## src/rtl/mac_accumulator.sv

```systemverilog
// Saturating accumulation stage behind the MAC multiplier: sums a programmed
// number of unsigned products and hands the result downstream over valid/ready.
module mac_accumulator #(
  parameter int MUL_WIDTH   = 32,
  parameter int ACC_WIDTH   = 40,
  parameter int COUNT_WIDTH = 8
) (
  input  logic                   clk,
  input  logic                   rst,
  input  logic                   start,
  input  logic [COUNT_WIDTH-1:0] num_terms,
  input  logic [MUL_WIDTH-1:0]   mul_in,
  input  logic                   in_valid,
  output logic                   in_ready,
  output logic [ACC_WIDTH-1:0]   acc_out,
  output logic                   out_valid,
  input  logic                   out_ready,
  output logic                   overflow,
  output logic                   busy
);

  typedef enum logic [1:0] {
    S_IDLE  = 2'd0,
    S_ACCUM = 2'd1,
    S_HOLD  = 2'd2
  } state_e;

  localparam logic [ACC_WIDTH-1:0] ACC_MAX = {ACC_WIDTH{1'b1}};

  state_e                 state_q, state_d;
  logic [ACC_WIDTH-1:0]   acc_q, acc_d;
  logic [COUNT_WIDTH-1:0] count_q, count_d;
  logic [COUNT_WIDTH-1:0] num_terms_q, num_terms_d;
  logic                   overflow_q, overflow_d;

  // One spare bit catches the carry out of the accumulator width.
  logic [ACC_WIDTH:0]     sum_full;
  logic                   accept;
  logic                   last_term;

  assign sum_full  = {1'b0, acc_q} + {{(ACC_WIDTH + 1 - MUL_WIDTH){1'b0}}, mul_in};
  assign accept    = (state_q == S_ACCUM) && in_valid;
  assign last_term = (count_q == (num_terms_q - COUNT_WIDTH'(1)));

  always_comb begin
    state_d     = state_q;
    acc_d       = acc_q;
    count_d     = count_q;
    num_terms_d = num_terms_q;
    overflow_d  = overflow_q;

    unique case (state_q)
      S_IDLE: begin
        if (start) begin
          num_terms_d = num_terms;
          acc_d       = '0;
          count_d     = '0;
          overflow_d  = 1'b0;
          state_d     = (num_terms == '0) ? S_HOLD : S_ACCUM;
        end
      end

      S_ACCUM: begin
        if (accept) begin
          count_d = count_q + COUNT_WIDTH'(1);
          if (sum_full[ACC_WIDTH]) begin
            acc_d      = ACC_MAX;
            overflow_d = 1'b1;
          end else begin
            acc_d = sum_full[ACC_WIDTH-1:0];
          end
          if (last_term) begin
            state_d = S_HOLD;
          end
        end
      end

      S_HOLD: begin
        if (out_ready) begin
          state_d = S_IDLE;
        end
      end

      default: begin
        state_d = S_IDLE;
      end
    endcase
  end

  always_ff @(posedge clk) begin
    if (rst) begin
      state_q     <= S_IDLE;
      acc_q       <= '0;
      count_q     <= '0;
      num_terms_q <= '0;
      overflow_q  <= 1'b0;
    end else begin
      state_q     <= state_d;
      acc_q       <= acc_d;
      count_q     <= count_d;
      num_terms_q <= num_terms_d;
      overflow_q  <= overflow_d;
    end
  end

  // Outputs decode registered state only, so no input reaches them combinationally.
  assign in_ready  = (state_q == S_ACCUM);
  assign out_valid = (state_q == S_HOLD);
  assign busy      = (state_q != S_IDLE);
  assign acc_out   = acc_q;
  assign overflow  = overflow_q;

endmodule

```

## config.mk

```make
export PLATFORM = sky130hd
export DESIGN_NAME = mac_accumulator
export DESIGN_NICKNAME = d
export VERILOG_FILES = /design/src/rtl/mac_accumulator.sv
export SDC_FILE = /design/constraint.sdc
export NUM_CORES = 1
export LEC_CHECK = 0
export ABC_AREA = 1
export CORE_ASPECT_RATIO = 1.4
export CORE_UTILIZATION = 30
export DETAILED_ROUTE_END_ITERATION = 8
export REMOVE_ABC_BUFFERS = 1
export SYNTH_ARGS = -nofsm -noshare
export SYNTH_HDL_FRONTEND = slang
export SYNTH_SLANG_ARGS = --single-unit
```

## constraint.sdc

```tcl
create_clock -name clk -period 2.05 [get_ports clk]
set_input_delay 0.41 -clock clk [delete_from_list [all_inputs] [get_ports clk]]
set_output_delay 0.41 -clock clk [all_outputs]
set_load 0.02 [all_outputs]
```

# Yosys cells after proc, flatten, opt, wreduce, memory -nomap -nowiden
# Index checks and enable logic that the tools add are counted.
# word_totals
out_inout_bits	44
reg_bits	59
wordCells	42
input_bits	45
# op_classes
eq_ne	8
n_addsub	3
muxes	17
reduce_logical	9
# op_table
operator	count
2-to-1 mux 40 bit	3
one-hot mux 40 bit (2 select lines)	1
adder 40 x 32 -> 41 bit	1
2-to-1 mux 8 bit	2
one-hot mux 8 bit (2 select lines)	1
2-to-1 mux 2 bit	5
adder 8 x 1 -> 8 bit (second input constant)	1
equality test 8 bit	1
zero test 8 bit	1
inequality test 2 x 1 -> 1 bit (second input constant)	4
AND reduction 4 bit	2
subtractor 8 x 1 -> 8 bit (second input constant)	1
one-hot mux 2 bit (3 select lines)	1
nonzero test 2 bit	2
2-to-1 mux 1 bit	3
AND reduction 3 bit	1
equality test 2 x 1 -> 1 bit (second input constant)	1
equality test 2 bit (second input constant)	1
zero test 2 bit	1
inequality test 2 bit (second input constant)	1
one-hot mux 1 bit (2 select lines)	1
AND reduction 2 bit	1
logical AND 1 bit	1

# Longest topological paths before layout
# Gate-level depths: netlist (run 1).
# depth
word_depth	5
depth_mapped	16
depth_no_buf	15

# Worst setup path after synthesis (run 1)
# No wires, ideal clock.
# synth_timing
path_kind	input port to flip-flop
from	input mul_in[0]
to	register acc_q[29], in the netlist acc_out[29]
path_slack_ns	-0.130
setup_time_ns	0.136
arrival_ns	2.044
stages	15
path_cell_list	ha_1 > fa_1 > nand2_1 > nand3_1 > nand3_1 > nand2_2 > nand2_2 > nand2_4 > nand3_4 > nand2_4 > nand2_4 > buf_6 > nand3_2 > nand2_1 > a21oi_2
# synth_via
elab_chain_cells	4
# synth_lines
element	line_no	source
from (decl)	12	input logic [MUL_WIDTH-1:0] mul_in,
adder 40 x 32 -> 41 bit	41	assign sum_full = {1'b0, acc_q} + {{(ACC_WIDTH + 1 - MUL_WIDTH){1'b0}}, mul_in};
2-to-1 mux 40 bit	66	if (sum_full[ACC_WIDTH]) begin
2-to-1 mux 40 bit	64	if (accept) begin
one-hot mux 40 bit (2 select lines)	52	unique case (state_q)
to (signal assigned)	93	acc_q <= '0;
to (signal assigned)	99	acc_q <= acc_d;
to (decl)	31	logic [ACC_WIDTH-1:0] acc_q, acc_d;
# No other way between the ends. The select of a mux whose other input is x is not followed.
# A chain may end at the register's enable or synchronous reset.

# Final worst setup path (run 1)
# layout_timing
from	input mul_in[0]
to	register acc_q[33], in the netlist acc_out[33]
# Same word-level chain as after synthesis.

==> results.json, run 1 <==
{
  "yosysTopAreaCell": "nand2_1",
  "syn_inst": 949,
  "grt_usage_pct": 22.2,
  "holdWs_ps": 397,
  "cts_buffer_depth": 2,
  "start_util_pct": 30.7,
  "avgSynthCellArea_um2": 5.83,
  "synthAdderAreaFrac_pct": 8.05,
  "ant_nets": 0,
  "cts_sinks": 59,
  "leakage_nw": 4.39,
  "cts_tree": "built",
  "die_area_mm2": 0.0190,
  "area_growth_pct": 65.3,
  "hold_buffers": 0,
  "slew_violations": 0,
  "synth-seq-area-share_pct": 21.3,
  "synthXorXnorAreaFrac_pct": 4.59,
  "hpwl_mm": 15.4,
  "p_per_area_mw_per_mm2": 728,
  "crit_required_ps": 2290,
  "synth_edf_count": 0,
  "drt_pass1_iterations": 5,
  "worst_slew_pin_slew_ps": 499,
  "met2_usage_pct": 41.6,
  "placementRows": 58,
  "period_share_pct": 99.2,
  "grt_max_degree": 43,
  "layout-drive-gt1-share_pct": 32.9,
  "yosysWarnings": 0,
  "coreArea_mm2": 0.0180,
  "cp-start-kind": "primary input",
  "synth_top_area_share_pct": 22.4,
  "cts-root-buf": "clkbuf_16",
  "io_pins": 89,
  "post_synth_mux_area_share_pct": 0,
  "routedWlPerCell_um": 14.0,
  "place_congestion": 0.967,
  "crit_fanout": 8,
  "synthSimpleGateAreaFrac_pct": 41.3,
  "ys_top_cells_by_area": "nand2_1, dfxtp_1, inv_1",
  "grt_pass1_vias": 6580,
  "grt_first_pass_wirelength_mm": 32.0,
  "rsz0062_at_grt": "yes",
  "crit_type": "in2reg",
  "outcome": "complete, no violations",
  "netlist_area_mm2": 0.00553,
  "crit_path_end_kind": "flip-flop",
  "yosysUniqueCellTypes": 39,
  "grt_antenna_before_repair": 0,
  "postPlaceCellArea_mm2": 0.00779,
  "async_flop_share_pct": 0,
  "vias": 6681,
  "slew_headroom_pct": 66.5,
  "postLayoutCellArea_mm2": 0.00915,
  "postRouteWirelength_mm": 20.1,
  "grt-busiest-layer": "met2",
  "worstPathArrival_ps": 2270,
  "peakVddDrop_v": 0.000430,
  "synth-seq-cells": 59,
  "finalSetupTns_ps": 0,
  "max_clock_freq_mhz": 492,
  "clk_pin_slew_ps": 60,
  "synth_compound_area_share_pct": 12.5,
  "nets": 1270,
  "min_period_ps": 2030,
  "setup_violations": 0,
  "drcViolationCount": 0,
  "port_buffers": 88,
  "num_antenna_cells": 0,
  "clkLatencyLatePin_ps": 360,
  "cap_violations": 0,
  "fillCellCount": 1889,
  "first_iter_violations": 259,
  "final_core_utilization_pct": 50.8,
  "grt-ovfl-total": 0,
  "avgViaCountPerCell": 4.66,
  "fin_worst_skew_ps": 8.20,
  "hold_violations": 0,
  "min_path_type": "in2reg",
  "numCtsBuffers": 9,
  "grt_util_met1_pct": 23.1,
  "gr-usage-met3_pct": 3.39,
  "die_y_um": 163,
  "synth_ff_type": "dfxtp_1",
  "synth_top_family_by_area": "simple AND/OR/NAND/NOR gates",
  "htreeDepth": 3,
  "die_w_um": 117
}
cell usage in the layout, fill, tap and decap left out, types with 3 or more instances in the layout:
cell	instances
nand3_4	5
a21oi_4	3
inv_1	143
nor3_1	6
o21ai_1	13
nand3b_1	3
dlygate4sd2_1	33
o21bai_1	3
inv_2	10
o21ai_0	20
a21oi_2	32
ha_1	3
a21oi_1	43
or2_2	3
ha_4	31
buf_4	154
nand3_2	24
clkdlybuf4s50_1	54
dfxtp_2	10
buf_12	3
nor2_1	61
nand2_2	36
nand2_4	10
xor2_1	18
nand4_1	4
clkbuf_16	9
xnor2_1	9
nor2_4	15
nor2_2	20
nand2_1	292
dfxtp_1	48
nand3_1	42
power by group:
group | switching, W | internal, W
combinational | 0.00192 | 0.00158
clock | 0.000626 | 0.00107
sequential | 0.000159 | 0.00131
total | 0.00270 | 0.00396
registers in the layout (all words and copies together), names as in the netlist:
signal       cells
acc_out         40
count_q          8
num_terms_q      8
overflow         1
state_q          2
routing by layer:
metal	part of all wire [%]	vias to the layer above
met1	39	3036
met3	3.3	61
li1	-	3449
met2	53	135
met5	0	-
met4	4.8	0
worst paths after layout:
kind                            slack (ps)                     from  cells past startpoint                          end
worst min-delay path                   400                      rst                      2  num_terms_q[6]$_SDFFE_PP0P_
worst max register to register          20  acc_out[0]$_SDFFE_PP0P_                     15     acc_out[33]$_SDFFE_PP0P_
worst min register to register         480    overflow$_SDFFE_PP0P_                      1        overflow$_SDFFE_PP0P_
worst max-delay path                    20                mul_in[0]                     16     acc_out[33]$_SDFFE_PP0P_
cell type report:
class / instances / area, um2 / area share, %
Timing Repair Buffer: 248 / 2100 / 23.0
Inverter: 154 / 578 / 6.32
Clock buffer: 9 / 225 / 2.46
Clock inverter: 7 / 100 / 1.09
Sequential cell: 59 / 1200 / 13.1
Multi-Input combinational cell: 718 / 4650 / 50.8
Tap cell: 240 / 300 / 3.28
cells in the mapped netlist, types with 6 or more instances:
cell type  number
a21oi_1        65
a21oi_2        12
nor2_1         91
inv_1         147
nand3_1        59
nand3_2        11
dfxtp_1        59
nand2_2         6
o21ai_0        22
nand2_1       330
clkbuf_1       11
ha_1           34
xnor2_1        10
xor2_1         19
inv_2           6
o21ai_1        11
nor3_1          8
cells by family (layout without fill, tap and decap cells):
logic type,count (synthesis),count (layout)
buffers and inverters,172,418
flip-flops,59,59
XOR/XNOR,29,29
AO/OA/AOI/OAI,122,122
adder cells (fa/ha/maj),35,35
AND/OR/NAND/NOR,532,532
stage by stage:
stage          setup WS [ps]  total power, W  instances
2_1_floorplan           -779         0.00312        931
3_3_place_gp            -679         0.00449       1412
3_5_place_dp            -693         0.00451       1412
4_1_cts                -22.0         0.00656       1433
5_1_grt                 -120         0.00711       1435
6_report                15.4         0.00666       1435
repair_timing:
action | CTS | global route
gates cloned | 1 | 0
pin swaps | 53 | 31
gates resized for setup | 162 | 78
setup buffers | 5 | 2
setup endpoints to repair | 42 | 41
critical path: stages:
cell and delay (ps):
dlygate4sd2_1 280, ha_4 180, fa_2 350, nand2_2 90, nand3_2 70, nand3_2 90
nand2_4 70, nand2_4 60, nand2_4 50, nand3_4 80, nand2_4 80, nand2_8 100
buf_12 150, nand3_1 80, nand2_1 70, a21oi_2 50
(Power assumes the default switching activity.)
==> inputs of run 2 (changes only) <==
==> constraint.sdc (replaced) <==
create_clock -name clk -period 1.9 [get_ports clk]
set_input_delay 0.38 -clock clk [delete_from_list [all_inputs] [get_ports clk]]
set_output_delay 0.38 -clock clk [all_outputs]
set_load 0.02 [all_outputs]
==> run 2 against run 1 <==
  * Sequential power is 7% higher
  * Design area is 2.4% higher
  * Largest cell class unchanged
  * Hold slack better by 2.0 ps
  * The flow now finishes with violations (negative setup slack)
  * Clock skew is 1.4 ps higher
  * First-iteration DRC count is 19% higher
  * Sequential share of layout area is 0.24 points lower
  * Highest routed layer unchanged
==> results.json, run 2 (synthesis gave the netlist of run 1 again) <==
{
  "layout-drive-gt1-share_pct": 35.7,
  "pwr-share-comb_pct": 53.5,
  "p_per_area_mw_per_mm2": 791,
  "grt_first_pass_wirelength_mm": 31.8,
  "postRouteWirelength_mm": 20.7,
  "io_pins": 89,
  "placementRows": 58,
  "worstPathArrival_ps": 2380,
  "first_iter_violations": 309,
  "crit_type": "reg2reg",
  "grt-ovfl-total": 0,
  "cts_tree": "built",
  "num_antenna_cells": 0,
  "cp-start-kind": "flip-flop",
  "hold_buffers": 0,
  "ant_nets": 0,
  "die_area_mm2": 0.0190,
  "min_period_ps": 2100,
  "clk_pin_slew_ps": 60,
  "clock_power_share_pct": 25.2,
  "nets": 1285,
  "peakVddDrop_v": 0.000484,
  "crit_path_end_kind": "flip-flop",
  "cts_buffer_depth": 2,
  "crit_path_end": "acc_out[0]$_SDFFE_PP0P_",
  "largest_reg_flops": 40,
  "vias": 6693,
  "area_growth_pct": 69.4,
  "coreArea_mm2": 0.0180,
  "hpwl_mm": 15.5,
  "period_share_pct": 111,
  "cts-root-buf": "clkbuf_16",
  "hold_violations": 0,
  "cap_violations": 0,
  "rsz0062_at_grt": "yes",
  "htreeDepth": 3,
  "drt_pass1_iterations": 5,
  "grt_max_degree": 24,
  "r2r-end": "acc_out[0]$_SDFFE_PP0P_",
  "r2r_start": "acc_out[16]$_SDFFE_PP0P_",
  "holdWs_ps": 400,
  "slew_headroom_pct": 74.2,
  "final_cell_mix": "nand2_1, buf_4, inv_1, nor2_1",
  "fin_worst_skew_ps": 9.60,
  "min_path_type": "in2reg",
  "grt_usage_pct": 22.0,
  "die_w_um": 117,
  "setup_violations": 41,
  "start_util_pct": 30.7,
  "max_clock_freq_mhz": 476,
  "cts_sinks": 59,
  "switching_share_pct": 40.7,
  "routedWlPerCell_um": 14.3,
  "port_buffers": 88,
  "avgViaCountPerCell": 4.62,
  "outcome": "complete, but fails checks",
  "fillCellCount": 1795,
  "crit_required_ps": 2180,
  "leakage_nw": 4.55,
  "setup_ws_ps": -200,
  "die_y_um": 163,
  "total_power_w": 0.00741,
  "pwr-share-seq_pct": 21.4,
  "violations": "negative setup slack",
  "reg2reg_depth": 12,
  "switchingPower_w": 0.00302,
  "drcViolationCount": 0,
  "grt_antenna_before_repair": 0,
  "final_common_cell": "nand2_1",
  "clkLatencyLatePin_ps": 360,
  "cellInternalPower_w": 0.00440,
  "crit_fanout": 8,
  "critPathLaunch": "acc_out[16]$_SDFFE_PP0P_",
  "place_ws_ps": -782,
  "slew_violations": 0,
  "place_congestion": 0.957,
  "numCtsBuffers": 9,
  "rrSetupSlack_ps": -200,
  "finalSetupTns_ps": -6850,
  "worst_slew_pin_slew_ps": 384,
  "grt_pass1_vias": 6668
}
==> run 2: cell count changes in the layout (fill, tap and decap cells not counted), sizes merged <==
cell           before  now
dlymetal6s2s        0    6
buf               161  175
clkbuf              9   10
dlygate4sd2        33   31
clkdlybuf4s50      54   50
==> run 2: worst min path at each step <==
stage                                     start                  endpoint  slack (ps)  cells after the start
after floorplan                             rst  acc_out[17]$_SDFFE_PP0P_         440                      1
after global placement    overflow$_SDFFE_PP0P_     overflow$_SDFFE_PP0P_         470                      1
after detailed placement  overflow$_SDFFE_PP0P_     overflow$_SDFFE_PP0P_         470                      1
after CTS                                   rst  acc_out[15]$_SDFFE_PP0P_         410                      2
after global routing                        rst  acc_out[15]$_SDFFE_PP0P_         430                      2
final                                       rst  acc_out[15]$_SDFFE_PP0P_         400                      2
==> run 2: worst max-delay path, stage by stage (launching register included) <==
cell and delay (ps):
dfxtp_1 350, ha_4 290, nand2_2 70, nor2_2 110, inv_1 80, buf_4 150
nor2_4 130, nand3_4 100, buf_6 130, a21oi_4 220, buf_12 170, o21ai_1 60
a21oi_1 160
==> run 2: routing by layer <==
metal  routed length [um]  global-route usage, %  vias up
met4                  954                   12.8        0
li1                     -                      -     3485
met3                  582                   3.65       61
met5                    0                      0        -
met1                 8050                   21.8     3015
met2                11100                   41.8      132
==> run 2: what timing repair did <==
item,4_1_cts,5_1_grt
cloned,2,1
pin swaps,54,25
endpoints found under the setup margin,43,47
buffers inserted,11,10
gates resized for setup,165,109
==> run 2: final cells by class <==
class | instances | area, um2 | area share (%)
multi-input cells | 718 | 4670 | 49.8
repair buffers | 263 | 2290 | 24.4
flip-flops and latches | 59 | 1200 | 12.8
inverters | 154 | 581 | 6.20
well taps | 240 | 300 | 3.20
clock buffers | 9 | 225 | 2.40
clock inverters | 7 | 100 | 1.07
==> run 2: power by group through the flow <==
stage                     Clock (W)  Sequential [W]  Combinational [W]
after floorplan                   0         0.00166            0.00171
after global placement            0         0.00155            0.00335
after detailed placement          0         0.00155            0.00338
after CTS                   0.00188         0.00156            0.00370
after global routing        0.00194         0.00161            0.00433
final                       0.00187         0.00158            0.00396
==> run 2: stage by stage <==
| step | area (um2) | util [%] | cells |
|---|---|---|---|
| after floorplan | 5440 | - | 931 |
| after global placement | 7790 | 43.3 | 1410 |
| after detailed placement | 7790 | 43.3 | 1410 |
| after CTS | 8890 | 49.4 | 1439 |
| after global routing | 9370 | 52.1 | 1450 |
| final | 9370 | 52.1 | 1450 |
==> inputs of run 3 (changes only) <==
--- a/config.mk
+++ b/config.mk
@@ -9,7 +9,6 @@
 export CORE_ASPECT_RATIO = 1.4
 export CORE_UTILIZATION = 30
 export DETAILED_ROUTE_END_ITERATION = 8
-export REMOVE_ABC_BUFFERS = 1
 export SYNTH_ARGS = -nofsm -noshare
 export SYNTH_HDL_FRONTEND = slang
 export SYNTH_SLANG_ARGS = --single-unit
==> run 3 against run 2 <==
  * The flow still finishes with violations (negative setup slack)
  * Combinational power decreased by 5.1%
  * Setup slack improved by 63 ps
  * Design area decreased by 3.7%
  * Sequential share of layout area increased by 0.52 points
  * Count of clock-buffer cells in the layout unchanged
  * Largest cell class unchanged
==> results.json, run 3 (synthesis gave the netlist of run 1 again) <==
{
  "outcome": "complete, but fails checks",
  "violations": "negative setup slack",
  "htreeDepth": 3,
  "switchingPower_w": 0.00289,
  "pwr-share-seq_pct": 22.4,
  "cp-start-kind": "flip-flop",
  "p_per_area_mw_per_mm2": 782,
  "place_congestion": 0.913,
  "nets": 1272,
  "grt_antenna_before_repair": 0,
  "first_iter_violations": 320,
  "pwr-share-comb_pct": 53.3,
  "max_stage_delay_ps": 350,
  "final_core_utilization_pct": 50.1,
  "postRouteWirelength_mm": 20.0,
  "drcViolationCount": 0,
  "port_buffers": 88,
  "min_period_ps": 2040,
  "largest_reg_flops": 40,
  "r2r_start": "acc_out[0]$_SDFFE_PP0P_",
  "final_cell_mix": "nand2_1, buf_4, inv_1, nor2_1, a21oi_1",
  "hold_path_end": "acc_out[17]$_SDFFE_PP0P_",
  "r2r-end": "acc_out[18]$_SDFFE_PP0P_",
  "dp.cells": 1390,
  "clock_power_share_pct": 24.4,
  "holdWs_ps": 325,
  "grt_pass1_vias": 6601,
  "die_y_um": 163,
  "crit_fanout": 3,
  "hp-start": "rst",
  "cellInternalPower_w": 0.00416,
  "crit_top_cell": "nand2_1",
  "ant_nets": 0,
  "worst_slew_pin_slew_ps": 537,
  "critPathLaunch": "acc_out[0]$_SDFFE_PP0P_",
  "place_ws_ps": -731,
  "cts-root-buf": "clkbuf_16",
  "rrSetupSlack_ps": -140,
  "cap_violations": 0,
  "die_area_mm2": 0.0190,
  "io_pins": 89,
  "critPathSlowestCell": "fa_2",
  "num_antenna_cells": 0,
  "finalSetupTns_ps": -3700,
  "fin_worst_skew_ps": 9.37,
  "final_common_cell": "nand2_1",
  "setup_ws_ps": -137,
  "clk_pin_slew_ps": 60,
  "area_growth_pct": 63.1,
  "slew_headroom_pct": 64.2,
  "hold_violations": 0,
  "fin_cells": 1437,
  "crit_path_end_kind": "flip-flop",
  "cts_tree": "built",
  "leakage_nw": 4.34,
  "grt_first_pass_wirelength_mm": 31.6,
  "slew_violations": 0,
  "numCtsBuffers": 9,
  "worstPathArrival_ps": 2270,
  "cts_sinks": 59,
  "grt_usage_pct": 21.8,
  "crit_required_ps": 2130,
  "avgViaCountPerCell": 4.63,
  "switching_share_pct": 41.0,
  "hold_depth": 2,
  "period_share_pct": 107,
  "setup_violations": 41,
  "clkLatencyLatePin_ps": 360,
  "peakVddDrop_v": 0.000395,
  "max_clock_freq_mhz": 491,
  "grt-ovfl-total": 0,
  "placementRows": 58,
  "min_path_type": "in2reg",
  "die_w_um": 117,
  "crit_type": "reg2reg",
  "hpwl_mm": 15.2,
  "routedWlPerCell_um": 13.9,
  "coreArea_mm2": 0.0180,
  "grt_max_degree": 43,
  "rsz0062_at_grt": "yes",
  "reg2reg_depth": 12,
  "cts_buffer_depth": 2,
  "drt_pass1_iterations": 4,
  "synth_fp_nets": 1029,
  "layout-drive-gt1-share_pct": 32.4,
  "vias": 6647,
  "start_util_pct": 30.7,
  "crit_chain": "ha_4 > fa_2 > buf_4 > nand3_1 > nand3_1 > nand2_1 > nand2_1 > buf_4 > xnor2_1 > nand2_1 > nand2_1 > a21oi_1"
}
[run 3: changes by cell type in the layout (fill, tap and decap cells not counted), sizes merged]
cell           change
buf               -13
bufinv             -1
clkdlybuf4s50      +1
clkinv             -1
clkinvlp           +2
dlygate4sd2        +3
dlymetal6s2s       -4
[run 3: how the worst max path moves through the flow]
stage	endpoint	slack, ps	depth (start not counted)
4_1_cts	acc_out[28]$_SDFFE_PP0P_	-170	15
3_5_place_dp	acc_out[27]$_SDFFE_PP0P_	-730	12
6_report	acc_out[18]$_SDFFE_PP0P_	-140	12
5_1_grt	acc_out[33]$_SDFFE_PP0P_	-240	14
3_3_place_gp	acc_out[27]$_SDFFE_PP0P_	-730	12
2_1_floorplan	acc_out[29]$_SDFFE_PP0P_	-110	15
[run 3: per-layer routing]
layer / global-route usage (%) / wire, um
met5: 0 / 0
met4: 10.9 / 655
met2: 40.5 / 10700
met3: 3.05 / 703
met1: 23.6 / 7990
[run 3: stage by stage]
stage	total power, W	instance area [um2]
finish	0.00706	9020
global route	0.00753	9020
CTS	0.00688	8740
detailed placement	0.00482	7660
global placement	0.00479	7660
floorplan	0.00343	5570
[run 3: cell type report]
cell class              count  area, um2
fillers                  1865       8970
clock inverters             7       76.3
clock buffers               9        225
inverters                 154        578
repair buffers            250       2140
well taps                 240        300
flip-flops and latches     59       1210
multi-input cells         718       4490
[run 3: power by group through the flow]
stage                     clock network [W]  logic (W)  registers [W]
after CTS                           0.00175    0.00357        0.00157
after global routing                0.00181    0.00412        0.00160
after global placement                    0    0.00325        0.00154
after floorplan                           0    0.00177        0.00166
after detailed placement                  0    0.00327        0.00155
final                               0.00172    0.00376        0.00158
[run 3: what timing repair did]
item,4_1_cts,5_1_grt
buffers inserted,26,5
endpoints found under the setup margin,45,47
hold buffers,0,0
pin swaps,58,42
gates cloned,2,0
hold endpoints to repair,0,0
gates resized for setup,134,83
[run 3: worst max-delay path: cells and delay by family, from the launching register on]
family,cells,cell delay [ps]
simple gates,6,560
fa+ha+maj,2,510
flops,1,330
buf+inv,2,310
xor+xnor,1,150
compound gates,1,60
